==> config.mk <==
export PLATFORM = sky130hd
export DESIGN_NAME = ps2_kbd_ctrl_flat
export DESIGN_NICKNAME = d
export VERILOG_FILES = /design/src/rtl/ps2_kbd_if.sv /design/src/rtl/ps2_kbd_ctrl.sv /design/src/flat_wrapper.sv
export SDC_FILE = /design/constraint.sdc
export NUM_CORES = 1
export LEC_CHECK = 0
export CAP_MARGIN = 20
export CORE_AREA = 2 2 193 148
export DETAILED_ROUTE_END_ITERATION = 8
export DIE_AREA = 0 0 195 150
export GPL_ROUTABILITY_DRIVEN = 0
export GPL_TIMING_DRIVEN = 0
export SETUP_SLACK_MARGIN = 0.15
export SYNTH_ARGS = -nofsm -noshare
export SYNTH_HDL_FRONTEND = slang
export SYNTH_SLANG_ARGS = --single-unit
==> constraint.sdc <==
create_clock -name clk -period 4.57 [get_ports clk]
set_clock_uncertainty 0.1 [all_clocks]
set_input_delay 1.1425 -clock clk [delete_from_list [all_inputs] [get_ports clk]]
set_output_delay 1.1425 -clock clk [all_outputs]
set_load 0.02 [all_outputs]
==> src/rtl/ps2_kbd_if.sv <==
// Bridge-side I/O bus between the system bridge (master) and the PS/2 keyboard controller (slave).
interface ps2_kbd_if;
  logic [15:0] io_addr;
  logic [15:0] io_wdata;
  logic        io_rd;
  logic        io_wr;
  logic [15:0] io_rdata;
  logic        io_ack;

  modport master (output io_addr, io_wdata, io_rd, io_wr, input io_rdata, io_ack);
  modport slave  (input io_addr, io_wdata, io_rd, io_wr, output io_rdata, io_ack);
endinterface

==> src/rtl/ps2_kbd_ctrl.sv <==
// PS/2 keyboard receiver with scan-code FIFO and DATA/STATUS/CTRL I/O registers.
// Optional odd-parity checking is enabled by defining PS2_PARITY_CHECK_EN.
module ps2_kbd_ctrl #(
  parameter logic [15:0] IO_BASE    = 16'h0060,
  parameter int          FIFO_DEPTH = 16,
  parameter int          TIMEOUT    = 20000
) (
  input  logic     clk,
  input  logic     rst,
  input  logic     ps2_clk,
  input  logic     ps2_data,
  ps2_kbd_if.slave io,
  output logic     irq
);
  localparam int AW = $clog2(FIFO_DEPTH);
  localparam int TW = $clog2(TIMEOUT + 1);

  // state  | meaning
  // IDLE   | wait for start bit; DATA | shift 8 bits LSB first; PARITY | parity bit; STOP | stop bit, push
  typedef enum logic [1:0] {S_IDLE, S_DATA, S_PARITY, S_STOP} state_t;

  state_t      state_q, state_d;
  logic [1:0]  pclk_sync_q, pdat_sync_q;
  logic        pclk_prev_q;
  logic [2:0]  bit_cnt_q, bit_cnt_d;
  logic [7:0]  shift_q, shift_d;
  logic [TW-1:0] tmo_q, tmo_d;
  logic        fall, sample, push, set_perr, set_ferr;

  logic [AW:0] wptr_q, wptr_d, rptr_q, rptr_d, count;
  logic [7:0]  mem_q [FIFO_DEPTH];
  logic        ovf_q, ovf_d, perr_q, perr_d, ferr_q, ferr_d, ien_q, ien_d;
  logic [15:0] rdata_q, rdata_d;
  logic        ack_q, irq_q;
  logic        not_empty, full, hit_dat, hit_sts, hit_ctl, hit, pop, push_ok, flush, clr;
  logic [7:0]  count8;
  logic        unused_wdata;

`ifdef PS2_PARITY_CHECK_EN
  logic par_q, par_d;
`endif

  always_ff @(posedge clk or posedge rst) begin
    if (rst) begin
      pclk_sync_q <= 2'b11;
      pdat_sync_q <= 2'b11;
      pclk_prev_q <= 1'b1;
    end else begin
      pclk_sync_q <= {pclk_sync_q[0], ps2_clk};
      pdat_sync_q <= {pdat_sync_q[0], ps2_data};
      pclk_prev_q <= pclk_sync_q[1];
    end
  end

  assign fall   = pclk_prev_q & ~pclk_sync_q[1];
  assign sample = pdat_sync_q[1];

  always_comb begin
    state_d   = state_q;
    bit_cnt_d = bit_cnt_q;
    shift_d   = shift_q;
    push      = 1'b0;
    set_perr  = 1'b0;
    set_ferr  = 1'b0;
`ifdef PS2_PARITY_CHECK_EN
    par_d     = par_q;
`endif
    tmo_d = (state_q == S_IDLE || fall) ? TW'(TIMEOUT) : ((tmo_q != '0) ? tmo_q - 1'b1 : tmo_q);
    if (fall) begin
      unique case (state_q)
        S_IDLE: if (!sample) begin
          state_d   = S_DATA;
          bit_cnt_d = 3'd0;
        end
        S_DATA: begin
          shift_d   = {sample, shift_q[7:1]};
          bit_cnt_d = bit_cnt_q + 3'd1;
          if (bit_cnt_q == 3'd7) state_d = S_PARITY;
        end
        S_PARITY: begin
`ifdef PS2_PARITY_CHECK_EN
          par_d = sample;
`endif
          state_d = S_STOP;
        end
        S_STOP: begin
          state_d = S_IDLE;
          if (!sample) set_ferr = 1'b1;
`ifdef PS2_PARITY_CHECK_EN
          else if (^{shift_q, par_q}) push = 1'b1;
          else set_perr = 1'b1;
`else
          else push = 1'b1;
`endif
        end
        default: state_d = S_IDLE;
      endcase
    end else if (state_q != S_IDLE && tmo_q == '0) begin
      state_d = S_IDLE;
    end
  end

  assign count     = wptr_q - rptr_q;
  assign count8    = 8'(count);
  assign not_empty = (count != '0);
  assign full      = (count == (AW+1)'(FIFO_DEPTH));
  assign hit_dat   = (io.io_addr == IO_BASE);
  assign hit_sts   = (io.io_addr == IO_BASE + 16'd1);
  assign hit_ctl   = (io.io_addr == IO_BASE + 16'd2);
  assign hit       = hit_dat | hit_sts | hit_ctl;
  assign pop       = io.io_rd & hit_dat & not_empty;
  // When full, a same-cycle pop frees the slot the push needs.
  assign push_ok   = push & (~full | pop);
  assign flush     = io.io_wr & hit_ctl & io.io_wdata[2];
  assign clr       = io.io_wr & hit_ctl & io.io_wdata[1];
  assign unused_wdata = ^io.io_wdata[15:3];

  always_comb begin
    wptr_d = wptr_q + (AW+1)'(push_ok);
    rptr_d = rptr_q + (AW+1)'(pop);
    if (flush) rptr_d = wptr_d;
    ovf_d  = clr ? 1'b0 : ovf_q;
    perr_d = clr ? 1'b0 : perr_q;
    ferr_d = clr ? 1'b0 : ferr_q;
    if (push & full & ~pop) ovf_d = 1'b1;
    if (set_perr) perr_d = 1'b1;
    if (set_ferr) ferr_d = 1'b1;
    ien_d = (io.io_wr & hit_ctl) ? io.io_wdata[0] : ien_q;
    rdata_d = rdata_q;
    if (io.io_rd) begin
      if (hit_dat) rdata_d = not_empty ? {8'h00, mem_q[rptr_q[AW-1:0]]} : 16'h0000;
      else if (hit_sts) rdata_d = {count8, 3'b000, ferr_q, perr_q, ovf_q, full, not_empty};
      else if (hit_ctl) rdata_d = {15'h0000, ien_q};
    end
  end

  always_ff @(posedge clk) begin
    if (push_ok) mem_q[wptr_q[AW-1:0]] <= shift_q;
  end

  always_ff @(posedge clk or posedge rst) begin
    if (rst) begin
      state_q   <= S_IDLE;
      bit_cnt_q <= 3'd0;
      shift_q   <= 8'h00;
      tmo_q     <= TW'(TIMEOUT);
      wptr_q    <= '0;
      rptr_q    <= '0;
      ovf_q     <= 1'b0;
      perr_q    <= 1'b0;
      ferr_q    <= 1'b0;
      ien_q     <= 1'b0;
      rdata_q   <= 16'h0000;
      ack_q     <= 1'b0;
      irq_q     <= 1'b0;
`ifdef PS2_PARITY_CHECK_EN
      par_q     <= 1'b0;
`endif
    end else begin
      state_q   <= state_d;
      bit_cnt_q <= bit_cnt_d;
      shift_q   <= shift_d;
      tmo_q     <= tmo_d;
      wptr_q    <= wptr_d;
      rptr_q    <= rptr_d;
      ovf_q     <= ovf_d;
      perr_q    <= perr_d;
      ferr_q    <= ferr_d;
      ien_q     <= ien_d;
      rdata_q   <= rdata_d;
      ack_q     <= (io.io_rd | io.io_wr) & hit;
      irq_q     <= ien_q & not_empty;
`ifdef PS2_PARITY_CHECK_EN
      par_q     <= par_d;
`endif
    end
  end

  assign io.io_rdata = rdata_q;
  assign io.io_ack   = ack_q;
  assign irq         = irq_q;
endmodule
==> src/flat_wrapper.sv <==
// flat-port wrapper written by rule: the top's interface ports become plain ports
module ps2_kbd_ctrl_flat 
#(
  parameter logic [15:0] IO_BASE    = 16'h0060,
  parameter int          FIFO_DEPTH = 16,
  parameter int          TIMEOUT    = 20000
)
  (clk, rst, ps2_clk, ps2_data, irq, io_io_addr, io_io_wdata, io_io_rd, io_io_wr, io_io_rdata, io_io_ack);
  ps2_kbd_if io_i ();
  input  logic clk;
  input  logic rst;
  input  logic ps2_clk;
  input  logic ps2_data;
  output logic irq;
  input wire logic [$bits(io_i.io_addr)-1:0] io_io_addr;
  input wire logic [$bits(io_i.io_wdata)-1:0] io_io_wdata;
  input wire logic [$bits(io_i.io_rd)-1:0] io_io_rd;
  input wire logic [$bits(io_i.io_wr)-1:0] io_io_wr;
  output wire logic [$bits(io_i.io_rdata)-1:0] io_io_rdata;
  output wire logic [$bits(io_i.io_ack)-1:0] io_io_ack;
  assign io_i.io_addr = io_io_addr;
  assign io_i.io_wdata = io_io_wdata;
  assign io_i.io_rd = io_io_rd;
  assign io_i.io_wr = io_io_wr;
  assign io_io_rdata = io_i.io_rdata;
  assign io_io_ack = io_i.io_ack;
  ps2_kbd_ctrl #(.IO_BASE(IO_BASE), .FIFO_DEPTH(FIFO_DEPTH), .TIMEOUT(TIMEOUT)) u_core (.clk(clk), .rst(rst), .ps2_clk(ps2_clk), .ps2_data(ps2_data), .io(io_i), .irq(irq));
endmodule
Word-level counts from Yosys, hierarchy flattened
Memory sizes are Yosys's and may differ from the RTL's. Cells that the tools add are included.

Add/subtract/negate cells: 5. Equal/unequal tests: 11. Multiplexer cells: 25. Bitwise gates (word level): 18. Reductions and logical operators: 17.

Operators by type and width (number): $eq 16x7->1 const B (3); $mux 16 (3); $mux 15 (2); $logic_not 15->1 (1); $reduce_bool 15->1 (1); $sub 15x1->15 const B (1); $reduce_bool 2->1 (6); $and 1x1->1 (11); $mux 1 (11); $add 5x1->5 (2); $mux 2 (4); $mux 8 (1); $pmux 2 s4 (1); $ne 3x3->1 const B (2); $pmux 3 s2 (1); $reduce_and 3->1 (2); $eq 5x5->1 const B (1); $mux 5 (1); $reduce_bool 5->1 (1); $sub 5x5->5 (1); $eq 2x2->1 const B (2); $or 1x1->1 (4); $reduce_and 2->1 (2); $add 3x1->3 const B (1); other kinds (9) (11).

Register bits: 64. Memory bits (writable): 128. Memories kept: 1.

Memory list: u_core.mem_q (depth 16, width 8, read ports 1, clocked after memory_dff 0, write ports 1, RTL line ps2_kbd_ctrl.sv:31) `logic [7:0] mem_q [FIFO_DEPTH];`.

Depth between registers and ports, before layout
Depth after elaboration: 7. Depth in mapped cells: 15. Mapped depth without buffers: 14.

Least setup slack after synthesis
Ideal clock, no wire load.

Path kind: input to register. Start point: in io_io_addr[13]. End point: mem u_core.mem_q[0][0] (enable). Setup time: 395 ps. Arrival time: 3349 ps. Data required time: 4075 ps. Setup slack: 726 ps. Stages: 5. Cell sequence: or4_1 > nor4_4 > and2_1 > o211ai_1 > nor4_1.

Word-level cells in the longest chain between the ends: 7.

Ends and longest elaborated chain: start, declared (RTL line flat_wrapper.sv:15) `input wire logic [$bits(io_i.io_addr)-1:0] io_io_addr;`; $eq 16x7->1 (RTL line ps2_kbd_ctrl.sv:107) `assign hit_dat = (io.io_addr == IO_BASE);`; $and 1x1->1 (2 in series) (RTL line ps2_kbd_ctrl.sv:111) `assign pop = io.io_rd & hit_dat & not_empty;`; $or 1x1->1 (RTL line ps2_kbd_ctrl.sv:113) `assign push_ok = push & (~full | pop);`; $and 1x1->1 (RTL line ps2_kbd_ctrl.sv:113); $mux 1 (RTL line ps2_kbd_ctrl.sv:138) `if (push_ok) mem_q[wptr_q[AW-1:0]] <= shift_q;`; $mux 1 (implied by the code) (RTL line ps2_kbd_ctrl.sv:138); end, declared (RTL line ps2_kbd_ctrl.sv:31).

Every way passes these cells.

Worst setup path in the final report
Start point: reg u_core.rptr_q[1]. End point: reg u_core.rptr_q[2].

Word-level cells in the longest chain between the ends: 7. Elaborated cells on any way between the ends: 10. Those cells by class: add/sub (3); eq/ne (1); mux (1); bitwise (4); reduce/logical (1).

Ends and longest elaborated chain: start, declared (RTL line ps2_kbd_ctrl.sv:30) `logic [AW:0] wptr_q, wptr_d, rptr_q, rptr_d, count;`; start signal, assigned (RTL line ps2_kbd_ctrl.sv:165) `rptr_q <= rptr_d;`; $sub 5x5->5 (*) (RTL line ps2_kbd_ctrl.sv:103) `assign count = wptr_q - rptr_q;`; $reduce_bool 5->1 or $eq 5x5->1 (tied branches) (RTL line ps2_kbd_ctrl.sv:105, ps2_kbd_ctrl.sv:106); $and 1x1->1 or $not 1->1 (tied branches) (RTL line ps2_kbd_ctrl.sv:111, ps2_kbd_ctrl.sv:113); $or 1x1->1 (*) (RTL line ps2_kbd_ctrl.sv:113); $and 1x1->1 (*) (RTL line ps2_kbd_ctrl.sv:113); $add 5x1->5 (*) (RTL line ps2_kbd_ctrl.sv:119) `wptr_d = wptr_q + (AW+1)'(push_ok);`; via u_core.wptr_d[2] (RTL line ps2_kbd_ctrl.sv:30); $mux 5 (*) (RTL line ps2_kbd_ctrl.sv:121) `if (flush) rptr_d = wptr_d;`; via u_core.rptr_d[2] (RTL line ps2_kbd_ctrl.sv:30).

The timed path passes the listed nets; every way through them passes the cells marked *. A chain may end at the register's enable or synchronous reset.

==> run_results.csv <==
group,metric,value,unit
sta,layout_min_cycle_time,4.19,ns
cts,hold_buffers,0,
worst_setup_path,worstSetupPathType,"flip-flop to flip-flop",
synthesis,yosysUniqueCellTypes,57,
synthesis,synth_top_flop_cell,"edfxtp_1",
global_routing,grt_first_pass_wirelength,26300,um
cells_and_area,fin_cells,950,
detailed_routing,vias,4488,
worst_setup_path,crit_start,"u_core.rptr_q[1]",
cells_and_area,fin_nets,634,
worst_setup_path,cp_data_required_time,4.79,ns
cts,cts_max_path_buffers,2,
detailed_routing,wirelength,16900,um
hold_path,hp-start,"u_core.pclk_sync_q[0]",
worst_setup_path,path_cells,"clkbuf_2, clkbuf_2, inv_1, fa_1, nand3b_1, a211oi_1, o211ai_1, or2_2, and2_1, ha_1, ha_1, xor2_1, mux2_2",
run,cap_violations,0,
global_routing,grt_util_all_layers,12.1,%
synthesis,syn-cell-area,8080,um^2
detailed_routing,detail-route-antenna-nets,0,
sta,tightest_slew,0.683,ns
pwr,p_sw_share,28.2,%
worst_setup_path,crit_path_max_incr_delay,0.54,ns
cts,insertion_delay,0.44,ns
pwr,powerDensity,441,nW/um^2
detailed_routing,post-route-drc-count,0,
worst_setup_path,cp_slowest_cell,"fa_1",
global_routing,antenna_found_initial,0,
synthesis,synth-edff-count,128,
synthesis,ys_seq_elements,189,
sta,setup_viol,0,
sta,period_share,91.6,%
pwr,leakage,3.46,nW
cts,cts_tree,"yes",
worst_setup_path,crit_path_end_kind,"flip-flop",
synthesis,synthArstFlopShare,32.3,%
detailed_routing,wl_per_cell,17.8,um
detailed_routing,drtIter0Drc,307,
synthesis,yosys_warnings,0,
sta,hold_viol_final,0,
pwr,internal_power,0.00308,W
detailed_routing,firstDrtPassIters,5,
cells_and_area,final-seq-area,5380,um^2
cts,cts.sinks,189,
placement,portBuffers,39,
worst_setup_path,crit_path_start_kind,"flip-flop",
cts,numCtsBuffers,17,
cells_and_area,drive_gt1_share,24.1,%
global_routing,overflow,0,
synthesis,seq_area_frac_synth,66.6,%
detailed_routing,vias_per_cell,4.72,
floorplan,die_area,29300,um^2
outcome,status,"finished clean",
sta,slew_headroom,54.3,%
pwr,power,0.00428,W
pwr,ir_drop,313,uV
floorplan,core_area,27500,um^2
pwr,p_clk_share,36.3,%
cells_and_area,area_growth,20.3,%
cells_and_area,n_fill_cell,2614,
worst_setup_path,arrival,4.41,ns
global_routing,grt_start_max_net_pins,40,
pwr,switching_power,0.00121,W
worst_setup_path,r2r-start,"u_core.rptr_q[1]",
hold_path,hold_class,"flip-flop to flip-flop",
cells_and_area,multi_input_area,2610,um^2
synthesis,syn_avg_cell_area,15.8,um^2
synthesis,synthCells,513,
sta,rsz0062_at_grt,"no",
placement,placed_cells,914,
global_routing,grt_pass1_vias,4495,
sta,drv_slew,0,
cells_and_area,diodes,0,
pwr,p_comb_share,10.5,%
pwr,p_seq_share,53.2,%
worst_setup_path,cp_max_fo,10,
floorplan,rows,53,
sta,max_freq,0.239,GHz
floorplan,fp.dieH,150,um
cts,cts-root-buf,"clkbuf_16",
floorplan,start_util,29.4,%
floorplan,die_w,195,um
floorplan,num_io_pins,56,
cts,htreeDepth,4,
cts,clkTransAtPathRegs,0.08,ns
placement,dpl.hpwl,11500,um
logic make-up after synthesis:
logic type,Yosys count,share of synthesized area (%)
flip-flops,189,66.6
AND/OR/NAND/NOR,132,9.04
multiplexers,60,13.4
AO/OA/AOI/OAI,56,4.54
buffers and inverters,45,2.32
adder cells (fa/ha/maj),16,2.57
XOR/XNOR,14,1.52
other,1,0.0464
placed cells by master, fill, tap and decap left out, types with 4 or more instances in the layout:
cell               n
edfxtp_1         128
dfrtp_1           51
clkdlybuf4s50_1   39
mux4_2            37
nand2_1           29
inv_1             21
nand3_1           18
clkbuf_16         17
nor2_1            15
ha_1              15
o21ai_0           14
mux2_2            14
a21oi_1           12
nor2_2            12
or3_1             11
clkbuf_1          10
buf_4             10
dfstp_2           10
xnor2_1            9
mux2i_1            9
and3_1             6
xor2_1             5
clkinv_8           5
or2_2              4
nor4_1             4
a211oi_1           4
nand3b_1           4
nor4_4             4
buf_2              4
clkbuf_2           4
and2_1             4
a22oi_1            4
inv_8              4
routing by layer:
metal | up-vias | global-route usage [%] | share of wire, %
met5 | - | 0 | 0
li1 | 2109 | - | -
met4 | 0 | 2.79 | 0.85
met1 | 2283 | 18.1 | 52
met2 | 84 | 17.3 | 43
met3 | 12 | 3.20 | 4.1
repair_timing:
item,CTS,global route
setup buffers,1,2
resized for setup,11,14
pin swaps,1,1
setup endpoints to repair,130,113
area by class of cell:
type,count,area share [%]
multi-input combinational,281,26.8
clock inverter,15,2.17
tap,357,4.59
inverter,23,0.888
sequential,189,55.4
timing repair buffer,46,4.68
buffer,22,1.11
clock buffer,17,4.38
power by group through the flow:
stage,logic [W],registers [W],clock network [W]
floorplan,0.000330,0.00222,0
global placement,0.000421,0.00231,0
detailed placement,0.000437,0.00232,0
CTS,0.000445,0.00228,0.00159
global route,0.000511,0.00231,0.00166
finish,0.000448,0.00228,0.00156
flip-flops by register name (all words and copies together) (netlist names):
name / flops
u_core.io.io_rdata: 13
u_core.bit_cnt_q: 3
u_core.ferr_q: 1
u_core.tmo_q: 15
u_core.irq: 1
u_core.shift_q: 8
u_core.pclk_prev_q: 1
u_core.state_q: 2
u_core.wptr_q: 5
u_core.io.io_ack: 1
u_core.pdat_sync_q: 2
u_core.mem_q: 128
u_core.ovf_q: 1
u_core.rptr_q: 5
u_core.ien_q: 1
u_core.pclk_sync_q: 2
synth_stat cells (all sizes together), types with 5 or more instances:
library cell | count | area, um^2
a21oi | 12 | 60.1
and3 | 6 | 37.5
buf | 8 | 48.8
clkbuf | 14 | 52.6
dfrtp | 51 | 1280
dfstp | 10 | 263
edfxtp | 128 | 3840
ha | 15 | 188
inv | 23 | 86.3
mux2 | 14 | 158
mux2i | 9 | 90.1
mux4 | 37 | 833
nand2 | 29 | 109
nand3 | 20 | 105
nor2 | 27 | 101
nor3 | 5 | 25.0
nor4 | 8 | 80.1
o21ai | 14 | 70.1
or3 | 11 | 68.8
xnor2 | 9 | 78.8
xor2 | 5 | 43.8
critical path, delay by kind of cell (launching register included):
| kind | cells | cell delay, ns |
|---|---|---|
| compound gates | 2 | 0.55 |
| xor+xnor | 1 | 0.18 |
| fa+ha+maj | 3 | 1.03 |
| buf+inv | 3 | 0.86 |
| flops | 1 | 0.37 |
| mux | 1 | 0.29 |
| simple gates | 3 | 0.69 |
stage by stage:
| step | setup WS [ns] | area, um^2 | hold slack [ns] | setup TNS, ns | util (%) |
|---|---|---|---|---|---|
| 2_1_floorplan | 0.726 | 8090 | 0.245 | 0 | - |
| 3_3_place_gp | -1.14 | 8930 | 0.247 | -33.15 | 32.5 |
| 3_5_place_dp | -0.235 | 8980 | 0.248 | -17.26 | 32.7 |
| 4_1_cts | 0.131 | 9670 | 0.258 | 0 | 35.2 |
| 5_1_grt | 0.154 | 9720 | 0.260 | 0 | 35.4 |
| 6_report | 0.382 | 9720 | 0.257 | 0 | 35.4 |
path summary, 6_finish.rpt:
check / end / slack, ns / depth (start not counted)
worst max-delay path: u_core.rptr_q[2] / 0.38 / 13
worst min-delay path: u_core.pclk_sync_q[1] / 0.26 / 0
worst max register to register: u_core.rptr_q[2] / 0.38 / 13
worst min register to register: u_core.pclk_sync_q[1] / 0.26 / 0
max in group asynchronous: u_core.pdat_sync_q[1] / 2.69 / 3
min in group asynchronous: u_core.irq / 0.98 / 2
(Power assumes the default switching activity.)
